==> src/rtl/riscv_mc_pkg.sv <==
// Shared types and encodings for the multicycle RV32I control unit.
package riscv_mc_pkg;

    typedef enum logic [3:0] {
        S_FETCH    = 4'd0,
        S_DECODE   = 4'd1,
        S_MEMADR   = 4'd2,
        S_MEMREAD  = 4'd3,
        S_MEMWB    = 4'd4,
        S_MEMWRITE = 4'd5,
        S_EXECUTER = 4'd6,
        S_EXECUTEI = 4'd7,
        S_ALUWB    = 4'd8,
        S_JAL      = 4'd9,
        S_BRANCH   = 4'd10
    } state_t;

    localparam logic [6:0] OP_LOAD   = 7'b0000011;
    localparam logic [6:0] OP_STORE  = 7'b0100011;
    localparam logic [6:0] OP_RTYPE  = 7'b0110011;
    localparam logic [6:0] OP_ITYPE  = 7'b0010011;
    localparam logic [6:0] OP_JAL    = 7'b1101111;
    localparam logic [6:0] OP_BRANCH = 7'b1100011;

    localparam logic [2:0] ALU_ADD = 3'b000;
    localparam logic [2:0] ALU_SUB = 3'b001;
    localparam logic [2:0] ALU_AND = 3'b010;
    localparam logic [2:0] ALU_OR  = 3'b011;
    localparam logic [2:0] ALU_XOR = 3'b100;
    localparam logic [2:0] ALU_SLT = 3'b101;
    localparam logic [2:0] ALU_SLL = 3'b110;
    localparam logic [2:0] ALU_SRL = 3'b111;

    localparam logic [1:0] ALUOP_ADD   = 2'b00;
    localparam logic [1:0] ALUOP_SUB   = 2'b01;
    localparam logic [1:0] ALUOP_FUNCT = 2'b10;

    localparam logic [1:0] IMM_I = 2'b00;
    localparam logic [1:0] IMM_S = 2'b01;
    localparam logic [1:0] IMM_B = 2'b10;
    localparam logic [1:0] IMM_J = 2'b11;

    localparam logic [1:0] RES_ALUOUT    = 2'b00;
    localparam logic [1:0] RES_DATA      = 2'b01;
    localparam logic [1:0] RES_ALURESULT = 2'b10;

    localparam logic [1:0] SRCA_PC    = 2'b00;
    localparam logic [1:0] SRCA_OLDPC = 2'b01;
    localparam logic [1:0] SRCA_RD1   = 2'b10;

    localparam logic [1:0] SRCB_RD2  = 2'b00;
    localparam logic [1:0] SRCB_IMM  = 2'b01;
    localparam logic [1:0] SRCB_FOUR = 2'b10;

endpackage

==> src/rtl/multicycle_controller_if.sv <==
// Controller <-> datapath bundle: IR/flags toward the controller, control strobes back.
interface multicycle_controller_if #(
    parameter int ALUCTRL_W = 3,
    parameter int STATE_W   = 4
);
    logic [31:0]          Instr;
    logic                 Zero;
    logic                 MemReady;
    logic                 PCWrite;
    logic                 AdrSrc;
    logic                 MemWrite;
    logic                 IRWrite;
    logic [1:0]           ResultSrc;
    logic [1:0]           ALUSrcA;
    logic [1:0]           ALUSrcB;
    logic [1:0]           ImmSrc;
    logic [ALUCTRL_W-1:0] ALUControl;
    logic                 RegWrite;
    logic                 IllegalInstr;
    logic [STATE_W-1:0]   State;

    modport master (
        input  Instr, Zero, MemReady,
        output PCWrite, AdrSrc, MemWrite, IRWrite, ResultSrc, ALUSrcA, ALUSrcB,
               ImmSrc, ALUControl, RegWrite, IllegalInstr, State
    );

    modport slave (
        output Instr, Zero, MemReady,
        input  PCWrite, AdrSrc, MemWrite, IRWrite, ResultSrc, ALUSrcA, ALUSrcB,
               ImmSrc, ALUControl, RegWrite, IllegalInstr, State
    );
endinterface

==> src/rtl/alu_decoder.sv <==
// Maps ALUOp plus instruction function fields to a 3-bit ALU operation code.
module alu_decoder
    import riscv_mc_pkg::*;
(
    input  logic [1:0] alu_op,
    input  logic [2:0] funct3,
    input  logic       op5,
    input  logic       funct7b5,
    output logic [2:0] alu_control
);
    always_comb begin
        alu_control = ALU_ADD;
        case (alu_op)
            ALUOP_SUB: alu_control = ALU_SUB;
            ALUOP_FUNCT: begin
                case (funct3)
                    // Only R-type subtracts; addi ignores bit 30
                    3'b000:  alu_control = (op5 && funct7b5) ? ALU_SUB : ALU_ADD;
                    3'b010:  alu_control = ALU_SLT;
                    3'b001:  alu_control = ALU_SLL;
                    3'b101:  alu_control = ALU_SRL;
                    3'b111:  alu_control = ALU_AND;
                    3'b110:  alu_control = ALU_OR;
                    3'b100:  alu_control = ALU_XOR;
                    default: alu_control = ALU_ADD;
                endcase
            end
            default: alu_control = ALU_ADD;
        endcase
    end
endmodule

==> src/rtl/multicycle_controller.sv <==
// Moore main FSM for the multicycle RV32I core; sequences each instruction over 3-5 cycles.
module multicycle_controller
    import riscv_mc_pkg::*;
#(
    parameter int ALUCTRL_W     = 3,
    parameter bit USE_MEM_READY = 1'b1,
    parameter int STATE_W       = 4
) (
    input logic                     clk,
    input logic                     reset,
    multicycle_controller_if.master bus
);
    state_t     state, state_next;
    logic       rdy;
    logic [6:0] op;
    logic [2:0] funct3;
    logic       funct7b5;
    logic [1:0] alu_op;
    logic [2:0] alu_code;
    logic       pc_write, ir_write, reg_write, mem_write, illegal;
    logic       unused_instr;

    assign op           = bus.Instr[6:0];
    assign funct3       = bus.Instr[14:12];
    assign funct7b5     = bus.Instr[30];
    assign unused_instr = ^{bus.Instr[31], bus.Instr[29:15], bus.Instr[11:7]};
    assign rdy          = USE_MEM_READY ? bus.MemReady : 1'b1;

    always_ff @(posedge clk or posedge reset) begin
        if (reset) state <= S_FETCH;
        else       state <= state_next;
    end

    always_comb begin
        state_next    = state;
        pc_write      = 1'b0;
        ir_write      = 1'b0;
        reg_write     = 1'b0;
        mem_write     = 1'b0;
        illegal       = 1'b0;
        alu_op        = ALUOP_ADD;
        bus.AdrSrc    = 1'b0;
        bus.ResultSrc = RES_ALUOUT;
        bus.ALUSrcA   = SRCA_PC;
        bus.ALUSrcB   = SRCB_RD2;
        case (state)
            S_FETCH: begin
                bus.ALUSrcB   = SRCB_FOUR;
                bus.ResultSrc = RES_ALURESULT;
                ir_write      = rdy;
                pc_write      = rdy;
                if (rdy) state_next = S_DECODE;
            end
            S_DECODE: begin
                bus.ALUSrcA = SRCA_OLDPC;
                bus.ALUSrcB = SRCB_IMM;
                case (op)
                    OP_LOAD, OP_STORE: state_next = S_MEMADR;
                    OP_RTYPE:          state_next = S_EXECUTER;
                    OP_ITYPE:          state_next = S_EXECUTEI;
                    OP_JAL:            state_next = S_JAL;
                    OP_BRANCH:         state_next = S_BRANCH;
                    default: begin
                        state_next = S_FETCH;
                        illegal    = 1'b1;
                    end
                endcase
            end
            S_MEMADR: begin
                bus.ALUSrcA = SRCA_RD1;
                bus.ALUSrcB = SRCB_IMM;
                state_next  = op[5] ? S_MEMWRITE : S_MEMREAD;
            end
            S_MEMREAD: begin
                bus.AdrSrc = 1'b1;
                if (rdy) state_next = S_MEMWB;
            end
            S_MEMWB: begin
                bus.ResultSrc = RES_DATA;
                reg_write     = 1'b1;
                state_next    = S_FETCH;
            end
            S_MEMWRITE: begin
                // Strobe held for the whole access, including the completing cycle
                bus.AdrSrc = 1'b1;
                mem_write  = 1'b1;
                if (rdy) state_next = S_FETCH;
            end
            S_EXECUTER: begin
                bus.ALUSrcA = SRCA_RD1;
                alu_op      = ALUOP_FUNCT;
                state_next  = S_ALUWB;
            end
            S_EXECUTEI: begin
                bus.ALUSrcA = SRCA_RD1;
                bus.ALUSrcB = SRCB_IMM;
                alu_op      = ALUOP_FUNCT;
                state_next  = S_ALUWB;
            end
            S_ALUWB: begin
                reg_write  = 1'b1;
                state_next = S_FETCH;
            end
            S_JAL: begin
                bus.ALUSrcA = SRCA_OLDPC;
                bus.ALUSrcB = SRCB_FOUR;
                pc_write    = 1'b1;
                state_next  = S_ALUWB;
            end
            S_BRANCH: begin
                bus.ALUSrcA = SRCA_RD1;
                alu_op      = ALUOP_SUB;
                // beq taken on Zero, bne taken on !Zero
                pc_write    = bus.Zero ^ funct3[0];
                state_next  = S_FETCH;
            end
            default: state_next = S_FETCH;
        endcase
    end

    always_comb begin
        case (op)
            OP_STORE:  bus.ImmSrc = IMM_S;
            OP_BRANCH: bus.ImmSrc = IMM_B;
            OP_JAL:    bus.ImmSrc = IMM_J;
            default:   bus.ImmSrc = IMM_I;
        endcase
    end

    alu_decoder u_alu_decoder (
        .alu_op      (alu_op),
        .funct3      (funct3),
        .op5         (op[5]),
        .funct7b5    (funct7b5),
        .alu_control (alu_code)
    );

    // Strobes are forced low while reset is held, even though FETCH would assert them
    assign bus.PCWrite      = pc_write  & ~reset;
    assign bus.IRWrite      = ir_write  & ~reset;
    assign bus.RegWrite     = reg_write & ~reset;
    assign bus.MemWrite     = mem_write & ~reset;
    assign bus.IllegalInstr = illegal   & ~reset;
    assign bus.ALUControl   = ALUCTRL_W'(alu_code);
    assign bus.State        = STATE_W'(state);
endmodule

==> src/flat_wrapper.sv <==
// flat-port wrapper written by rule: the top's interface ports become plain ports
module multicycle_controller_flat import riscv_mc_pkg::*;
#(
    parameter int ALUCTRL_W     = 3,
    parameter bit USE_MEM_READY = 1'b1,
    parameter int STATE_W       = 4
)
  (clk, reset, bus_Instr, bus_Zero, bus_MemReady, bus_PCWrite, bus_AdrSrc, bus_MemWrite, bus_IRWrite, bus_ResultSrc, bus_ALUSrcA, bus_ALUSrcB, bus_ImmSrc, bus_ALUControl, bus_RegWrite, bus_IllegalInstr, bus_State);
  multicycle_controller_if #(.ALUCTRL_W(ALUCTRL_W), .STATE_W(STATE_W)) bus_i ();
  input logic clk;
  input logic reset;
  input wire logic [$bits(bus_i.Instr)-1:0] bus_Instr;
  input wire logic [$bits(bus_i.Zero)-1:0] bus_Zero;
  input wire logic [$bits(bus_i.MemReady)-1:0] bus_MemReady;
  output wire logic [$bits(bus_i.PCWrite)-1:0] bus_PCWrite;
  output wire logic [$bits(bus_i.AdrSrc)-1:0] bus_AdrSrc;
  output wire logic [$bits(bus_i.MemWrite)-1:0] bus_MemWrite;
  output wire logic [$bits(bus_i.IRWrite)-1:0] bus_IRWrite;
  output wire logic [$bits(bus_i.ResultSrc)-1:0] bus_ResultSrc;
  output wire logic [$bits(bus_i.ALUSrcA)-1:0] bus_ALUSrcA;
  output wire logic [$bits(bus_i.ALUSrcB)-1:0] bus_ALUSrcB;
  output wire logic [$bits(bus_i.ImmSrc)-1:0] bus_ImmSrc;
  output wire logic [$bits(bus_i.ALUControl)-1:0] bus_ALUControl;
  output wire logic [$bits(bus_i.RegWrite)-1:0] bus_RegWrite;
  output wire logic [$bits(bus_i.IllegalInstr)-1:0] bus_IllegalInstr;
  output wire logic [$bits(bus_i.State)-1:0] bus_State;
  assign bus_i.Instr = bus_Instr;
  assign bus_i.Zero = bus_Zero;
  assign bus_i.MemReady = bus_MemReady;
  assign bus_PCWrite = bus_i.PCWrite;
  assign bus_AdrSrc = bus_i.AdrSrc;
  assign bus_MemWrite = bus_i.MemWrite;
  assign bus_IRWrite = bus_i.IRWrite;
  assign bus_ResultSrc = bus_i.ResultSrc;
  assign bus_ALUSrcA = bus_i.ALUSrcA;
  assign bus_ALUSrcB = bus_i.ALUSrcB;
  assign bus_ImmSrc = bus_i.ImmSrc;
  assign bus_ALUControl = bus_i.ALUControl;
  assign bus_RegWrite = bus_i.RegWrite;
  assign bus_IllegalInstr = bus_i.IllegalInstr;
  assign bus_State = bus_i.State;
  multicycle_controller #(.ALUCTRL_W(ALUCTRL_W), .USE_MEM_READY(USE_MEM_READY), .STATE_W(STATE_W)) u_core (.clk(clk), .reset(reset), .bus(bus_i));
endmodule
==> config.mk <==
export PLATFORM = sky130hd
export DESIGN_NAME = multicycle_controller_flat
export DESIGN_NICKNAME = d
export VERILOG_FILES = /design/src/rtl/riscv_mc_pkg.sv /design/src/rtl/multicycle_controller_if.sv /design/src/rtl/alu_decoder.sv /design/src/rtl/multicycle_controller.sv /design/src/flat_wrapper.sv
export SDC_FILE = /design/constraint.sdc
export NUM_CORES = 1
export LEC_CHECK = 0
export BUFFER_PORTS_ARGS = -buffer_cell sky130_fd_sc_hd__buf_2
export CORE_MARGIN = 1
export CORE_UTILIZATION = 37
export DETAILED_ROUTE_END_ITERATION = 8
export PLACE_DENSITY = 0.85
export SETUP_SLACK_MARGIN = 0.05
export SYNTH_ARGS = -nofsm -noshare
export SYNTH_HDL_FRONTEND = slang
export SYNTH_SLANG_ARGS = --single-unit
==> constraint.sdc <==
create_clock -name clk -period 1.8 [get_ports clk]
set_input_delay 0.36 -clock clk [delete_from_list [all_inputs] [get_ports clk]]
set_output_delay 0.36 -clock clk [all_outputs]
set_load 0.02 [all_outputs]
# After elaboration in Yosys (flattened, before gate mapping)
# Index checks and enable logic that the tools add are counted.
word_totals:
  regBits: 4
  output_inout_bits: 21
op_classes:
  n_eq_ne: 27
  n_mux: 21
  bitwise: 7
  reduce_logical: 14
op_table:
  columns: ["cell", "count"]
  rows:
  - ["case mux 4 bit (6 select lines)", 1]
  - ["case mux 3 bit (7 select lines)", 1]
  - ["case mux 4 bit (5 select lines)", 1]
  - ["== test 4 x 3 -> 1 bit, second input constant", 4]
  - ["case mux 2 bit (2 select lines)", 4]
  - ["== test 7 x 6 -> 1 bit, second input constant", 2]
  - ["== test 7 bit, second input constant", 2]
  - ["== test 3 bit, second input constant", 4]
  - ["== test 4 bit, second input constant", 3]
  - ["two-way mux 4 bit", 3]
  - ["OR reduction 2 bit", 6]
  - ["== test 4 x 2 -> 1 bit, second input constant", 2]
  - ["== test 7 x 2 -> 1 bit, second input constant", 1]
  - ["== test 7 x 5 -> 1 bit, second input constant", 1]
  - ["two-way mux 1 bit", 7]
  - ["inequality test 2 bit, second input constant", 3]
  - ["case mux 2 bit (3 select lines)", 1]
  - ["case mux 3 bit (2 select lines)", 1]
  - ["OR reduction 3 bit", 2]
  - ["OR reduction 6 bit", 1]
  - ["bitwise AND 1 bit", 5]
  - ["== test 4 x 1 -> 1 bit, second input constant", 1]
  - ["zero test 4 bit", 1]
  - ["OR reduction 4 bit", 1]
  - ["other kinds (11)", 11]

# Longest topological paths before layout
depth:
  word_depth: 5
  mapped_depth: 7

# By module
# From an unflattened synthesis, not the netlist that was laid out.
hier_totals:
  cells_unflattened: 86
  area_unflattened_um2: 623.1
by_module_without_submodules:
  columns: ["module", "instances", "cells_per_inst", "area_each_um2"]
  rows:
  - ["multicycle_controller", 1, 71, 498.0]
  - ["alu_decoder", 1, 15, 125.1]

# Worst setup path before layout
# OpenSTA, ideal clock, no wires.
synth_timing:
  path_type: "register to output"
  from: "register u_core.state[3], in the netlist u_core.bus.State[3]"
  to: "output bus_ALUControl[0]"
  t_arrival_ps: 1760
  required_ps: 1440
  setup_slack_ps: -320
  path_stages_with_launch: 7
  path_cell_list: "dfrtp_1 > buf_2 > buf_6 > nand3b_1 > ha_1 > nand2b_1 > o22ai_1"
synth_via:
  elab_chain_len: 5
  word_cells_on_any_way: 8
  cone_classes: "eq/ne: 5; mux: 2; reduce/logical: 1"
synth_rtl:
  columns: ["element", "line_no", "source"]
  rows:
  - ["start, declared", "multicycle_controller.sv:13", "state_t state, state_next;"]
  - ["start signal, assigned", "multicycle_controller.sv:31", "else state <= state_next;"]
  - ["== test 4 x 3 -> 1 bit", "multicycle_controller.sv:46", "case (state)"]
  - ["OR reduction 2 bit (no line)", null, null]
  - ["case mux 2 bit (2 select lines) *", "multicycle_controller.sv:46", null]
  - ["== test 2 bit / == test 2 x 1 -> 1 bit (equally long branches)", "alu_decoder.sv:13", "case (alu_op)"]
  - ["case mux 3 bit (2 select lines) *", "alu_decoder.sv:13", null]
  - ["end, declared", "flat_wrapper.sv:23", "output wire logic [$bits(bus_i.ALUControl)-1:0] bus_ALUControl;"]
# Every way passes the cells marked *; elsewhere a longest branch is shown, timed or not.

# Worst setup path after layout
layout_timing:
  from: "register u_core.state[3], in the netlist u_core.bus.State[3]"
  to: "output bus_PCWrite"
layout_via:
  elab_chain_len: 3
  word_cells_on_any_way: 5
  cone_classes: "eq/ne: 2; mux: 1; bitwise: 1; reduce/logical: 1"
layout_rtl:
  columns: ["element", "line_no", "source"]
  rows:
  - ["== test 4 bit / zero test 4 bit (equally long branches)", "multicycle_controller.sv:46", null]
  - ["case mux 1 bit (3 select lines) *", "multicycle_controller.sv:46", null]
  - ["bitwise AND 1 bit *", "multicycle_controller.sv:139", "assign bus.PCWrite = pc_write & ~reset;"]
  - ["end, declared", "flat_wrapper.sv:15", "output wire logic [$bits(bus_i.PCWrite)-1:0] bus_PCWrite;"]
# Marked as above.

==> results.json <==
{
  "cts_max_level": 1,
  "synth_top_cell_area_share_pct": 15.47,
  "drive_above_1_share_pct": 65.22,
  "diodes": 0,
  "cts_max_path_buffers": 2,
  "clk_pin_slew_worst_paths_ps": 50,
  "yosys_warnings": 0,
  "outcome": "finished with violations",
  "cpMaxStageDelayCell": "dfrtp_2",
  "crit_required_ps": 1440,
  "clock_latency_ps": 260,
  "synth_cell_types": 37,
  "core_area_um2": 1577,
  "synth_top_cell_by_area": "dfrtp_1",
  "critical_path.max_fanout": 4,
  "grt_pass1_vias": 802,
  "fmax_mhz": 488.2,
  "synth_flop_cell": "dfrtp_1",
  "die_x_um": 43.81,
  "finalNetCount": 177,
  "ir_drop_uv": 477.9,
  "synth_edf_count": 0,
  "gp_congestion": 0.7867,
  "drv_slew": 0,
  "post_drt_wl_per_cell_um": 17.36,
  "dp_slack_ps": -16.85,
  "yosysSeqAreaShare_pct": 15.47,
  "period_share_pct": 113.8,
  "ioPinCount": 57,
  "grt_max_degree": 14,
  "path_delay_family": "simple AND/OR/NAND/NOR gates",
  "synthTopCellsByArea": "dfrtp_1, nor3b_2, o41ai_2, a21oi_1, nor2_1",
  "netlist_area_um2": 646.9,
  "finalCriticalPeriod_ps": 2048,
  "wl_um": 2673,
  "rsz0062_at_grt": "yes",
  "leakage_nw": 0.5656,
  "crit_type": "flop to primary output",
  "viasPerCell": 5.851,
  "die_y_um": 43.81,
  "violations": "design-rule violations, negative setup slack",
  "synthArstFlopShare_pct": 100.0,
  "root_buffer": "clkbuf_4",
  "crit_arrival_ps": 1690,
  "critPathMaxStageDelay_ps": 440,
  "grt_pass1_wl_um": 3456,
  "dr.pass1.iters": 6,
  "ys_seq_elements": 4,
  "grt_overflow": 0,
  "dieArea_um2": 1919,
  "final_core_util_pct": 77.14,
  "hpwlAfterDp_um": 1479,
  "num_rows": 14,
  "post_synth.cell_area_avg_um2": 7.889,
  "cts_sinks": 4,
  "grt_use_total_pct": 24.70,
  "fin_hold_ws_ps": 94.15,
  "fin_setup_tns_ps": -1301,
  "crit_chain": "buf_6 > nor3b_2 > a21oi_1 > or3_1 > a21oi_2 > buf_4",
  "setup_viol_count_final": 9,
  "cts_tree": "yes",
  "totalPowerFinal_mw": 1.052,
  "r2r-start": "u_core.bus.State[2]$_DFFE_PP0P_",
  "clock_skew_ps": 13.60,
  "largest_reg_flops": 4,
  "maxSlewHeadroom_pct": 69.74,
  "regToRegSetupSlack_ps": 270,
  "critPathBufInv": 2,
  "yosysMostFrequentCell": "nor2_1",
  "synth_nets": 120,
  "worstMarginPinSlew_ps": 442.4,
  "r2r_end": "u_core.bus.State[0]$_DFFE_PP0P_",
  "antenna_found_initial": 0,
  "vias": 901,
  "startpoint_type": "flop",
  "initial_utilization_pct": 41.03,
  "areaGrowthSynthToFinish_pct": 88.01,
  "drv_cap": 0,
  "hp-class": "input pin to asynchronous set/reset pin",
  "synth_common_cells": "nor2_1, a21oi_1, nand2_1",
  "hold_viol_final": 0,
  "cp-end-kind": "primary output",
  "syn_inst": 82,
  "cts_buffers": 3,
  "rr_worst_depth": 7,
  "ant_nets": 0,
  "fin_ws_ps": -248.2,
  "port_buffers": 35,
  "drt_iter0_drc": 26,
  "drc": 4,
  "p_per_area_nw_per_um2": 864.8
}
==> through the flow <==
stage | cell area [um2] | instances
2_1_floorplan | 742.0 | 82
3_3_place_gp | 948.4 | 137
3_5_place_dp | 948.4 | 137
4_1_cts | 1086 | 149
5_1_grt | 1216 | 154
6_report | 1216 | 154
==> kinds of logic after synthesis <==
group | share of synthesized area [%]
compound gates | 20.12
xor+xnor | 6.771
fa+ha+maj | 3.868
buf+inv | 10.64
flops | 15.47
mux | 1.741
simple gates | 41.39
==> final cells by class <==
class / instances / area, um2
Fill cell: 91 / 360.3
Sequential cell: 4 / 105.1
Inverter: 7 / 26.28
Timing Repair Buffer: 57 / 414.1
Clock buffer: 4 / 26.28
Tap cell: 16 / 20.02
Multi-Input combinational cell: 66 / 624.3
==> worst max-delay path by stage <==
stage / slack [ps] / to / depth (start not counted) / start
global route: -290 / bus_PCWrite / 6 / u_core.bus.State[3]$_DFFE_PP0P_
floorplan: -100 / bus_ALUControl[0] / 6 / u_core.bus.State[3]$_DFFE_PP0P_
detailed placement: -20 / bus_ALUControl[0] / 5 / u_core.bus.State[2]$_DFFE_PP0P_
global placement: 6 / bus_ALUControl[0] / 5 / u_core.bus.State[2]$_DFFE_PP0P_
finish: -250 / bus_PCWrite / 6 / u_core.bus.State[3]$_DFFE_PP0P_
CTS: -190 / bus_ALUControl[0] / 5 / u_core.bus.State[2]$_DFFE_PP0P_
==> layer usage <==
| metal | GRT usage, % | routed length (um) | vias up |
|---|---|---|---|
| met5 | 0 | 0 | - |
| met4 | 13.75 | 180 | 0 |
| met3 | 3.750 | 179 | 19 |
| met2 | 42.39 | 1311 | 65 |
| met1 | 29.04 | 1003 | 407 |
| li1 | - | - | 410 |
==> power by group <==
| group | internal (mW) | switching, mW |
|---|---|---|
| Sequential | 0.109 | 0.0152 |
| Combinational | 0.370 | 0.422 |
| Clock | 0.0841 | 0.0511 |
| Total | 0.563 | 0.489 |
==> layout by cell type, fill, tap and decap left out, types with 2 or more instances in the layout <==
cell type | Yosys | layout
buf_2 | 1 | 25
nor3b_2 | 3 | 3
nor2_4 | 0 | 3
ha_4 | 0 | 2
nand3b_1 | 2 | 2
clkbuf_4 | 0 | 3
nand3_1 | 2 | 2
a31oi_1 | 2 | 2
dfrtp_2 | 0 | 4
o21ai_0 | 2 | 2
nand2b_1 | 4 | 2
a21oi_1 | 6 | 5
nand2b_4 | 0 | 2
or3_1 | 3 | 2
xor2_1 | 2 | 2
inv_1 | 5 | 5
inv_2 | 2 | 2
nor2_1 | 7 | 4
o41ai_2 | 2 | 2
buf_4 | 2 | 20
buf_6 | 2 | 11
nand2_1 | 6 | 6
==> repair_timing <==
action,in CTS,in global routing
setup endpoints to repair,13,14
pin swaps,5,5
cloned,1,0
buffers inserted,7,5
gates resized for setup,16,20
endpoints found under the hold margin,0,0
hold buffers,0,0
No activity file was read; power rests on OpenSTA's default activity.
